[src/rtl/kyber_bus_master_if.sv]
`default_nettype none
// ============================================================================
// Module   : kyber_bus_master_if
// Brief    : Request/response streams and slave bus for kyber_bus_master.
// Revision : 1.0
// ============================================================================
interface kyber_bus_master_if;
  logic        req_valid;
  logic        req_ready;
  logic        req_write;
  logic [31:0] req_addr;
  logic [31:0] req_wdata;

  logic        rsp_valid;
  logic        rsp_ready;
  logic [31:0] rsp_rdata;
  logic        rsp_write;
  logic        rsp_err;

  logic        bus_enable;
  logic        bus_write;
  logic [31:0] bus_addr;
  logic [31:0] bus_wdata;
  logic [31:0] bus_rdata;
  logic        bus_ready;

  modport master (
    input  req_valid, req_write, req_addr, req_wdata,
    output req_ready,
    output rsp_valid, rsp_rdata, rsp_write, rsp_err,
    input  rsp_ready,
    output bus_enable, bus_write, bus_addr, bus_wdata,
    input  bus_rdata, bus_ready
  );

  modport slave (
    output req_valid, req_write, req_addr, req_wdata,
    input  req_ready,
    input  rsp_valid, rsp_rdata, rsp_write, rsp_err,
    output rsp_ready,
    input  bus_enable, bus_write, bus_addr, bus_wdata,
    output bus_rdata, bus_ready
  );
endinterface
`default_nettype wire

[src/rtl/kyber_bus_master.sv]
`default_nettype none
// ============================================================================
// Module   : kyber_bus_master
// Brief    : Queued single-outstanding bus master with response timeout.
// Revision : 1.0
// ============================================================================
module kyber_bus_master #(
  parameter int FIFO_DEPTH     = 4,
  parameter int TIMEOUT_CYCLES = 64
) (
  input  logic               clk,
  input  logic               rst,
  kyber_bus_master_if.master bif,
  output logic               busy
);

  localparam int c_PTR_W   = $clog2(FIFO_DEPTH);
  localparam int c_CNT_W   = c_PTR_W + 1;
  localparam int c_TMR_W   = $clog2(TIMEOUT_CYCLES);
  localparam int c_ENTRY_W = 65;
  localparam logic [c_CNT_W-1:0] c_DEPTH    = c_CNT_W'(FIFO_DEPTH);
  localparam logic [c_TMR_W-1:0] c_TMR_LAST = c_TMR_W'(TIMEOUT_CYCLES - 1);

  typedef enum logic [1:0] {
    S_IDLE  = 2'd0,
    S_ISSUE = 2'd1,
    S_RESP  = 2'd2
  } state_t;

  logic [c_ENTRY_W-1:0] r_mem [FIFO_DEPTH];
  logic [c_PTR_W-1:0]   r_wr_ptr;
  logic [c_PTR_W-1:0]   r_rd_ptr;
  logic [c_CNT_W-1:0]   r_count;
  logic [c_CNT_W-1:0]   w_count_next;
  logic                 r_req_ready;
  logic                 r_head_avail;
  logic                 w_push;
  logic                 w_pop;
  logic [c_ENTRY_W-1:0] w_head;

  state_t               r_state;
  state_t               w_state_next;
  logic [c_TMR_W-1:0]   r_timer;
  logic [c_TMR_W-1:0]   w_timer_next;
  logic                 r_bus_enable, w_bus_enable;
  logic                 r_bus_write,  w_bus_write;
  logic [31:0]          r_bus_addr,   w_bus_addr;
  logic [31:0]          r_bus_wdata,  w_bus_wdata;
  logic                 r_rsp_valid,  w_rsp_valid;
  logic [31:0]          r_rsp_rdata,  w_rsp_rdata;
  logic                 r_rsp_write,  w_rsp_write;
  logic                 r_rsp_err,    w_rsp_err;

  assign w_push = bif.req_valid && r_req_ready;
  assign w_head = r_mem[r_rd_ptr];

  always_comb begin
    w_count_next = r_count;
    case ({w_push, w_pop})
      2'b10:   w_count_next = r_count + c_CNT_W'(1);
      2'b01:   w_count_next = r_count - c_CNT_W'(1);
      default: w_count_next = r_count;
    endcase
  end

  // r_head_avail lags r_count by one cycle. A pop is always followed by at
  // least one ISSUE and one RESP cycle, so IDLE never sees a stale flag.
  always_ff @(posedge clk or posedge rst) begin
    if (rst) begin
      r_wr_ptr     <= '0;
      r_rd_ptr     <= '0;
      r_count      <= '0;
      r_req_ready  <= 1'b1;
      r_head_avail <= 1'b0;
    end else begin
      if (w_push) r_wr_ptr <= r_wr_ptr + c_PTR_W'(1);
      if (w_pop)  r_rd_ptr <= r_rd_ptr + c_PTR_W'(1);
      r_count      <= w_count_next;
      r_req_ready  <= (w_count_next != c_DEPTH);
      r_head_avail <= (r_count != '0);
    end
  end

  always_ff @(posedge clk) begin
    if (w_push) r_mem[r_wr_ptr] <= {bif.req_write, bif.req_addr, bif.req_wdata};
  end

  always_ff @(posedge clk or posedge rst) begin
    if (rst) begin
      r_state      <= S_IDLE;
      r_timer      <= '0;
      r_bus_enable <= 1'b0;
      r_bus_write  <= 1'b0;
      r_bus_addr   <= '0;
      r_bus_wdata  <= '0;
      r_rsp_valid  <= 1'b0;
      r_rsp_rdata  <= '0;
      r_rsp_write  <= 1'b0;
      r_rsp_err    <= 1'b0;
    end else begin
      r_state      <= w_state_next;
      r_timer      <= w_timer_next;
      r_bus_enable <= w_bus_enable;
      r_bus_write  <= w_bus_write;
      r_bus_addr   <= w_bus_addr;
      r_bus_wdata  <= w_bus_wdata;
      r_rsp_valid  <= w_rsp_valid;
      r_rsp_rdata  <= w_rsp_rdata;
      r_rsp_write  <= w_rsp_write;
      r_rsp_err    <= w_rsp_err;
    end
  end

  always_comb begin
    w_state_next = r_state;
    w_timer_next = r_timer;
    w_pop        = 1'b0;
    w_bus_enable = r_bus_enable;
    w_bus_write  = r_bus_write;
    w_bus_addr   = r_bus_addr;
    w_bus_wdata  = r_bus_wdata;
    w_rsp_valid  = r_rsp_valid;
    w_rsp_rdata  = r_rsp_rdata;
    w_rsp_write  = r_rsp_write;
    w_rsp_err    = r_rsp_err;
    case (r_state)
      S_IDLE: begin
        w_timer_next = '0;
        w_bus_enable = 1'b0;
        if (r_head_avail) begin
          w_pop        = 1'b1;
          w_bus_enable = 1'b1;
          w_bus_write  = w_head[64];
          w_bus_addr   = w_head[63:32];
          w_bus_wdata  = w_head[31:0];
          w_state_next = S_ISSUE;
        end
      end
      S_ISSUE: begin
        w_timer_next = r_timer + c_TMR_W'(1);
        // A completion on the final allowed cycle takes priority over timeout.
        if (bif.bus_ready) begin
          w_bus_enable = 1'b0;
          w_rsp_rdata  = r_bus_write ? 32'd0 : bif.bus_rdata;
          w_rsp_write  = r_bus_write;
          w_rsp_err    = 1'b0;
          w_rsp_valid  = 1'b1;
          w_timer_next = '0;
          w_state_next = S_RESP;
        end else if (r_timer == c_TMR_LAST) begin
          w_bus_enable = 1'b0;
          w_rsp_rdata  = 32'd0;
          w_rsp_write  = r_bus_write;
          w_rsp_err    = 1'b1;
          w_rsp_valid  = 1'b1;
          w_timer_next = '0;
          w_state_next = S_RESP;
        end
      end
      S_RESP: begin
        w_timer_next = '0;
        if (r_rsp_valid && bif.rsp_ready) begin
          w_rsp_valid  = 1'b0;
          w_state_next = S_IDLE;
        end
      end
      default: w_state_next = S_IDLE;
    endcase
  end

  assign bif.req_ready  = r_req_ready;
  assign bif.rsp_valid  = r_rsp_valid;
  assign bif.rsp_rdata  = r_rsp_rdata;
  assign bif.rsp_write  = r_rsp_write;
  assign bif.rsp_err    = r_rsp_err;
  assign bif.bus_enable = r_bus_enable;
  assign bif.bus_write  = r_bus_write;
  assign bif.bus_addr   = r_bus_addr;
  assign bif.bus_wdata  = r_bus_wdata;
  assign busy           = (r_count != '0) || (r_state != S_IDLE);

endmodule
`default_nettype wire
[src/flat_wrapper.sv]
// flat-port wrapper written by rule: the top's interface ports become plain ports
module kyber_bus_master_flat 
#(
  parameter int FIFO_DEPTH     = 4,
  parameter int TIMEOUT_CYCLES = 64
)
  (clk, rst, busy, bif_req_valid, bif_req_write, bif_req_addr, bif_req_wdata, bif_req_ready, bif_rsp_valid, bif_rsp_rdata, bif_rsp_write, bif_rsp_err, bif_rsp_ready, bif_bus_enable, bif_bus_write, bif_bus_addr, bif_bus_wdata, bif_bus_rdata, bif_bus_ready);
  kyber_bus_master_if bif_i ();
  input  logic clk;
  input  logic rst;
  output logic busy;
  input wire logic [$bits(bif_i.req_valid)-1:0] bif_req_valid;
  input wire logic [$bits(bif_i.req_write)-1:0] bif_req_write;
  input wire logic [$bits(bif_i.req_addr)-1:0] bif_req_addr;
  input wire logic [$bits(bif_i.req_wdata)-1:0] bif_req_wdata;
  output wire logic [$bits(bif_i.req_ready)-1:0] bif_req_ready;
  output wire logic [$bits(bif_i.rsp_valid)-1:0] bif_rsp_valid;
  output wire logic [$bits(bif_i.rsp_rdata)-1:0] bif_rsp_rdata;
  output wire logic [$bits(bif_i.rsp_write)-1:0] bif_rsp_write;
  output wire logic [$bits(bif_i.rsp_err)-1:0] bif_rsp_err;
  input wire logic [$bits(bif_i.rsp_ready)-1:0] bif_rsp_ready;
  output wire logic [$bits(bif_i.bus_enable)-1:0] bif_bus_enable;
  output wire logic [$bits(bif_i.bus_write)-1:0] bif_bus_write;
  output wire logic [$bits(bif_i.bus_addr)-1:0] bif_bus_addr;
  output wire logic [$bits(bif_i.bus_wdata)-1:0] bif_bus_wdata;
  input wire logic [$bits(bif_i.bus_rdata)-1:0] bif_bus_rdata;
  input wire logic [$bits(bif_i.bus_ready)-1:0] bif_bus_ready;
  assign bif_i.req_valid = bif_req_valid;
  assign bif_i.req_write = bif_req_write;
  assign bif_i.req_addr = bif_req_addr;
  assign bif_i.req_wdata = bif_req_wdata;
  assign bif_req_ready = bif_i.req_ready;
  assign bif_rsp_valid = bif_i.rsp_valid;
  assign bif_rsp_rdata = bif_i.rsp_rdata;
  assign bif_rsp_write = bif_i.rsp_write;
  assign bif_rsp_err = bif_i.rsp_err;
  assign bif_i.rsp_ready = bif_rsp_ready;
  assign bif_bus_enable = bif_i.bus_enable;
  assign bif_bus_write = bif_i.bus_write;
  assign bif_bus_addr = bif_i.bus_addr;
  assign bif_bus_wdata = bif_i.bus_wdata;
  assign bif_i.bus_rdata = bif_bus_rdata;
  assign bif_i.bus_ready = bif_bus_ready;
  kyber_bus_master #(.FIFO_DEPTH(FIFO_DEPTH), .TIMEOUT_CYCLES(TIMEOUT_CYCLES)) u_core (.clk(clk), .rst(rst), .bif(bif_i), .busy(busy));
endmodule
[config.mk]
export PLATFORM = sky130hd
export DESIGN_NAME = kyber_bus_master_flat
export DESIGN_NICKNAME = d
export VERILOG_FILES = /design/src/rtl/kyber_bus_master_if.sv /design/src/rtl/kyber_bus_master.sv /design/src/flat_wrapper.sv
export SDC_FILE = /design/constraint.sdc
export NUM_CORES = 1
export LEC_CHECK = 0
export CORE_ASPECT_RATIO = 1.25
export CORE_MARGIN = 4
export CORE_UTILIZATION = 45
export DETAILED_ROUTE_END_ITERATION = 8
export GPL_TIMING_DRIVEN = 0
export PLACE_DENSITY = 0.68
export SKIP_LAST_GASP = 1
export SLEW_MARGIN = 20
export SYNTH_ARGS = -nofsm -noshare
export SYNTH_HDL_FRONTEND = slang
export SYNTH_SLANG_ARGS = --single-unit
[constraint.sdc]
create_clock -name clk -period 9.34 [get_ports clk]
set_input_delay 1.868 -clock clk [delete_from_list [all_inputs] [get_ports clk]]
set_output_delay 1.868 -clock clk [all_outputs]
set_load 0.01 [all_outputs]
==> reports/summary.log <==
INFO  logic_synthesis area_fraction_in_compound_gates_after_synthesis=2.72%
INFO  cts            numCtsBuffers=39
INFO  placed_design  place.gp.congestion=0.784
INFO  pwr            internal_power=0.00438W
INFO  timing         maxSlewHeadroom=32.1%
INFO  logic_synthesis synth-edff-count=260
INFO  logic_synthesis synth_area=14,100um^2
INFO  global_routing global_route_wire_length_before_repair=43,700um
INFO  cts            worst_skew_pair.late_latency=540ps
INFO  critical_path  timing.critical_path.from_type=flip-flop
INFO  floorplan      dieWidth=166um
INFO  floorplan      fp.coreArea=30,900um^2
INFO  cells_and_area final_layout_size_suffix_gt1_share=24.4%
INFO  route          average_via_count_per_standard_cell=5.24
INFO  cells_and_area final_common_cell=sky130_fd_sc_hd__edfxtp_1
INFO  timing         worst_pin_slew=1010ps
INFO  critical_path  timing.reg2reg.setup_slack=6060ps
INFO  pwr            seq_pwr_share=40.7%
INFO  pwr            switching_share=28.2%
INFO  job            maxCapViolations=0
INFO  min_path       worstHoldPathType=flip-flop to flip-flop
INFO  pwr            power.switching=0.00172W
INFO  critical_path  timing.rr.start=u_core.r_state[1]$_DFFE_PP0P_
INFO  cells_and_area area_growth=28.0%
INFO  cells_and_area fin_util=58.4%
INFO  run_status     outcome=finished clean
INFO  cts            cts.reportedPaths.clkPinSlew=60ps
INFO  timing         timing.final.max_slew_violations=0
INFO  logic_synthesis synth_cell_types=36
INFO  logic_synthesis synth_simple_gate_area_share=1.57%
INFO  timing         finalSetupViolations=0
INFO  cts            cts_root_buf=sky130_fd_sc_hd__clkbuf_16
INFO  floorplan      floorplan.initialDensity=45.6%
INFO  timing         setup_total_negative_slack=0ps
INFO  logic_synthesis synth_flop_cell=sky130_fd_sc_hd__edfxtp_1
INFO  pwr            power-per-cell-area=339nW/um^2
INFO  floorplan      die-height=206um
INFO  critical_path  worstPathRequired=7470ps
INFO  timing         final.period_utilization=45.4%
INFO  timing         max_freq=236MHz
INFO  global_routing number_of_global_route_vias_before_repair=7,512
INFO  placed_design  place.detailed.hpwl=17,600um
INFO  placed_design  numPortBuffers=203
INFO  logic_synthesis yosys-mux-area-fraction=16.6%
INFO  route          wire_per_inst=21.0um
INFO  cells_and_area multi_input_area=3110um^2
INFO  min_path       timing.hold.worst_endpoint=u_core.r_count[2]$_DFF_PP0_
INFO  cts            ctsHtreeMaxLevel=2
INFO  route          drc=0
INFO  logic_synthesis synthesis.instances=650
INFO  pwr            combinationalPowerShare=34.9%
INFO  route          drt_iter0_markers=337
INFO  global_routing antenna_found_initial=3
INFO  logic_synthesis synth_adder_area_share=0.675%
INFO  cts            cts_hold_buf=0
INFO  route          vias=7,023
INFO  critical_path  timing.critical_path.fanout_max=10
INFO  cells_and_area fillers=2,262
INFO  pwr            ir_drop=0.186mV
INFO  global_routing track_usage=16.4%
INFO  cts            cts_num_sinks=378
INFO  timing         finClkSkew=14.0ps
INFO  logic_synthesis sequential_to_total_area_share_from_yosys_stat=76.4%
INFO  critical_path  ff2ff_path_depth=10
INFO  route          drt-pass1-iter-count=4
INFO  logic_synthesis postSynth.asyncResetShare=31.2%
INFO  critical_path  worstSetupEndpointType=output port
INFO  cells_and_area layout.nets=1,008
INFO  logic_synthesis yosysWarningCount=0
INFO  min_path       min_path_cells=1
INFO  pwr            clockPowerShare=24.4%
INFO  cts            cts_tree=yes
INFO  logic_synthesis combinational_family_with_the_most_area_after_synthesis=multiplexers
INFO  pwr            p_leak=6.54nW
INFO  critical_path  worst_r2r_endpoint=u_core.bif.req_ready$_DFF_PP1_
INFO  global_routing grt_start_max_net_pins=81
INFO  logic_synthesis synth_xor_area_share=0.373%
INFO  logic_synthesis synth_fp_nets=759
INFO  floorplan      die_area=34,200um^2
INFO  critical_path  arrival=2370ps
INFO  cts            postCtsSetupRepairBufs=0
INFO  cts            clock_tree.buffer_depth=3
INFO  route          postRouteWirelength=28,100um
INFO  min_path       start_point_of_the_worst_min_delay_path=u_core.r_count[2]$_DFF_PP0_
INFO  timing         rsz0062_at_grt=no
INFO  pwr            totalPowerFinal=0.00611W
INFO  critical_path  criticalPathCategory=flip-flop to output port
INFO  floorplan      num_rows=72
INFO  logic_synthesis ys_ff_latch=378
INFO  cells_and_area seq_area=10,800um^2
INFO  floorplan      io_pins=205
INFO  route          drt_antenna_net_count=0
INFO  cells_and_area layout_common_cells=260 x sky130_fd_sc_hd__edfxtp_1, 203 x sky130_fd_sc_hd__clkdlybuf4s50_1, 117 x sky130_fd_sc_hd__dfrtp_1
INFO  cts            post_cts_resized=0
INFO  global_routing grt_overflow=0
INFO  timing         report.final.hold_viol_count=0
INFO  logic_synthesis synth_area_per_cell=21.7um^2
INFO  timing         min_period=4240ps
-- power groups by stage --
stage	Clock [W]	Combinational (W)	Sequential (W)
floorplan	0	0.00120	0.00260
global placement	0	0.00213	0.00253
detailed placement	0	0.00219	0.00252
CTS	0.00153	0.00220	0.00249
global route	0.00160	0.00230	0.00253
finish	0.00149	0.00213	0.00249
-- per-stage QoR --
| stage | hold WS, ps | cells | setup WS (ps) | area [um^2] |
|---|---|---|---|---|
| 2_1_floorplan | 450 | 650 | 4340 | 14100 |
| 3_3_place_gp | 473 | 1260 | 1920 | 16600 |
| 3_5_place_dp | 479 | 1265 | 5470 | 16800 |
| 4_1_cts | 490 | 1337 | 5050 | 18000 |
| 5_1_grt | 511 | 1339 | 4940 | 18000 |
| 6_report | 490 | 1339 | 5100 | 18000 |
-- worst max-delay path, cell delays in order, from the launching register on --
cell and delay [ps]:
sky130_fd_sc_hd__dfrtp_1 320, sky130_fd_sc_hd__clkbuf_1 400, sky130_fd_sc_hd__clkbuf_1 390, sky130_fd_sc_hd__or3_1 190, sky130_fd_sc_hd__clkdlybuf4s50_1 530
-- cell families (layout without fill, tap and decap cells) --
kind of cell | after synthesis | after routing
adders and majority gates | 7 | 7
and+or+nand+nor | 39 | 39
DFF | 378 | 378
AOI/OAI and AO/OA | 49 | 49
muxes | 133 | 133
buffers and inverters | 38 | 318
other | 0 | 2
xor gates and xnor gates | 6 | 6
-- sequential cells by signal, indices dropped and copies added (netlist names), 2 cells and up --
register and cells:
u_core.bif.bus_wdata 32, u_core.r_wr_ptr 2, u_core.r_rd_ptr 2, u_core.r_mem 260, u_core.bif.rsp_rdata 32, u_core.r_count 3
u_core.bif.bus_addr 32, u_core.r_timer 6, u_core.r_state 2
-- metal layers --
| layer | vias to the layer above | track usage (%) | wire, um | part of all wire, % |
|---|---|---|---|---|
| met5 | - | 0 | 13 | 0.046 |
| met4 | 2 | 5.61 | 656 | 2.3 |
| met3 | 41 | 3.92 | 1540 | 5.5 |
| met2 | 201 | 28.4 | 14200 | 51 |
| met1 | 3647 | 20.6 | 11700 | 42 |
| li1 | 3132 | - | - | - |
-- cell usage after synthesis (all sizes together) (2+ instances only) --
master  instances  area share [%]
inv             7            0.19
clkbuf          6            0.16
a21oi           6            0.21
mux4           65              10
xor2            3            0.19
mux2           67             6.1
ha              6            0.53
nor2            5            0.15
a31oi           2           0.089
xnor2           3            0.19
a22o           32             2.0
nand3           6            0.21
nand2          13            0.35
buf            25             1.3
dfrtp         117              21
and3            6            0.27
edfxtp        260              55
o21ai           5            0.18
or3             4            0.18
-- layout make-up --
type / count / area share, %
Antenna cell: 2 / 0.0278
Buffer: 31 / 1.17
Clock buffer: 55 / 6.03
Clock inverter: 17 / 0.840
Inverter: 7 / 0.187
Multi-Input combinational cell: 234 / 17.2
Sequential cell: 378 / 59.7
Tap cell: 407 / 2.82
Timing Repair Buffer: 208 / 12.0
-- worst max-delay path by stage --
stage	depth (start not counted)	startpoint	slack (ps)	end
floorplan	1	rst	4340	u_core.bif.bus_addr[0]$_DFFE_PP0N_
global placement	2	rst	1920	u_core.bif.bus_addr[30]$_DFFE_PP0N_
detailed placement	9	bif_req_valid	5470	u_core.bif.req_ready$_DFF_PP1_
CTS	4	u_core.r_state[1]$_DFFE_PP0P_	5050	busy
global route	4	u_core.r_state[1]$_DFFE_PP0P_	4940	busy
finish	4	u_core.r_state[1]$_DFFE_PP0P_	5100	busy
(Power assumes the default switching activity.)
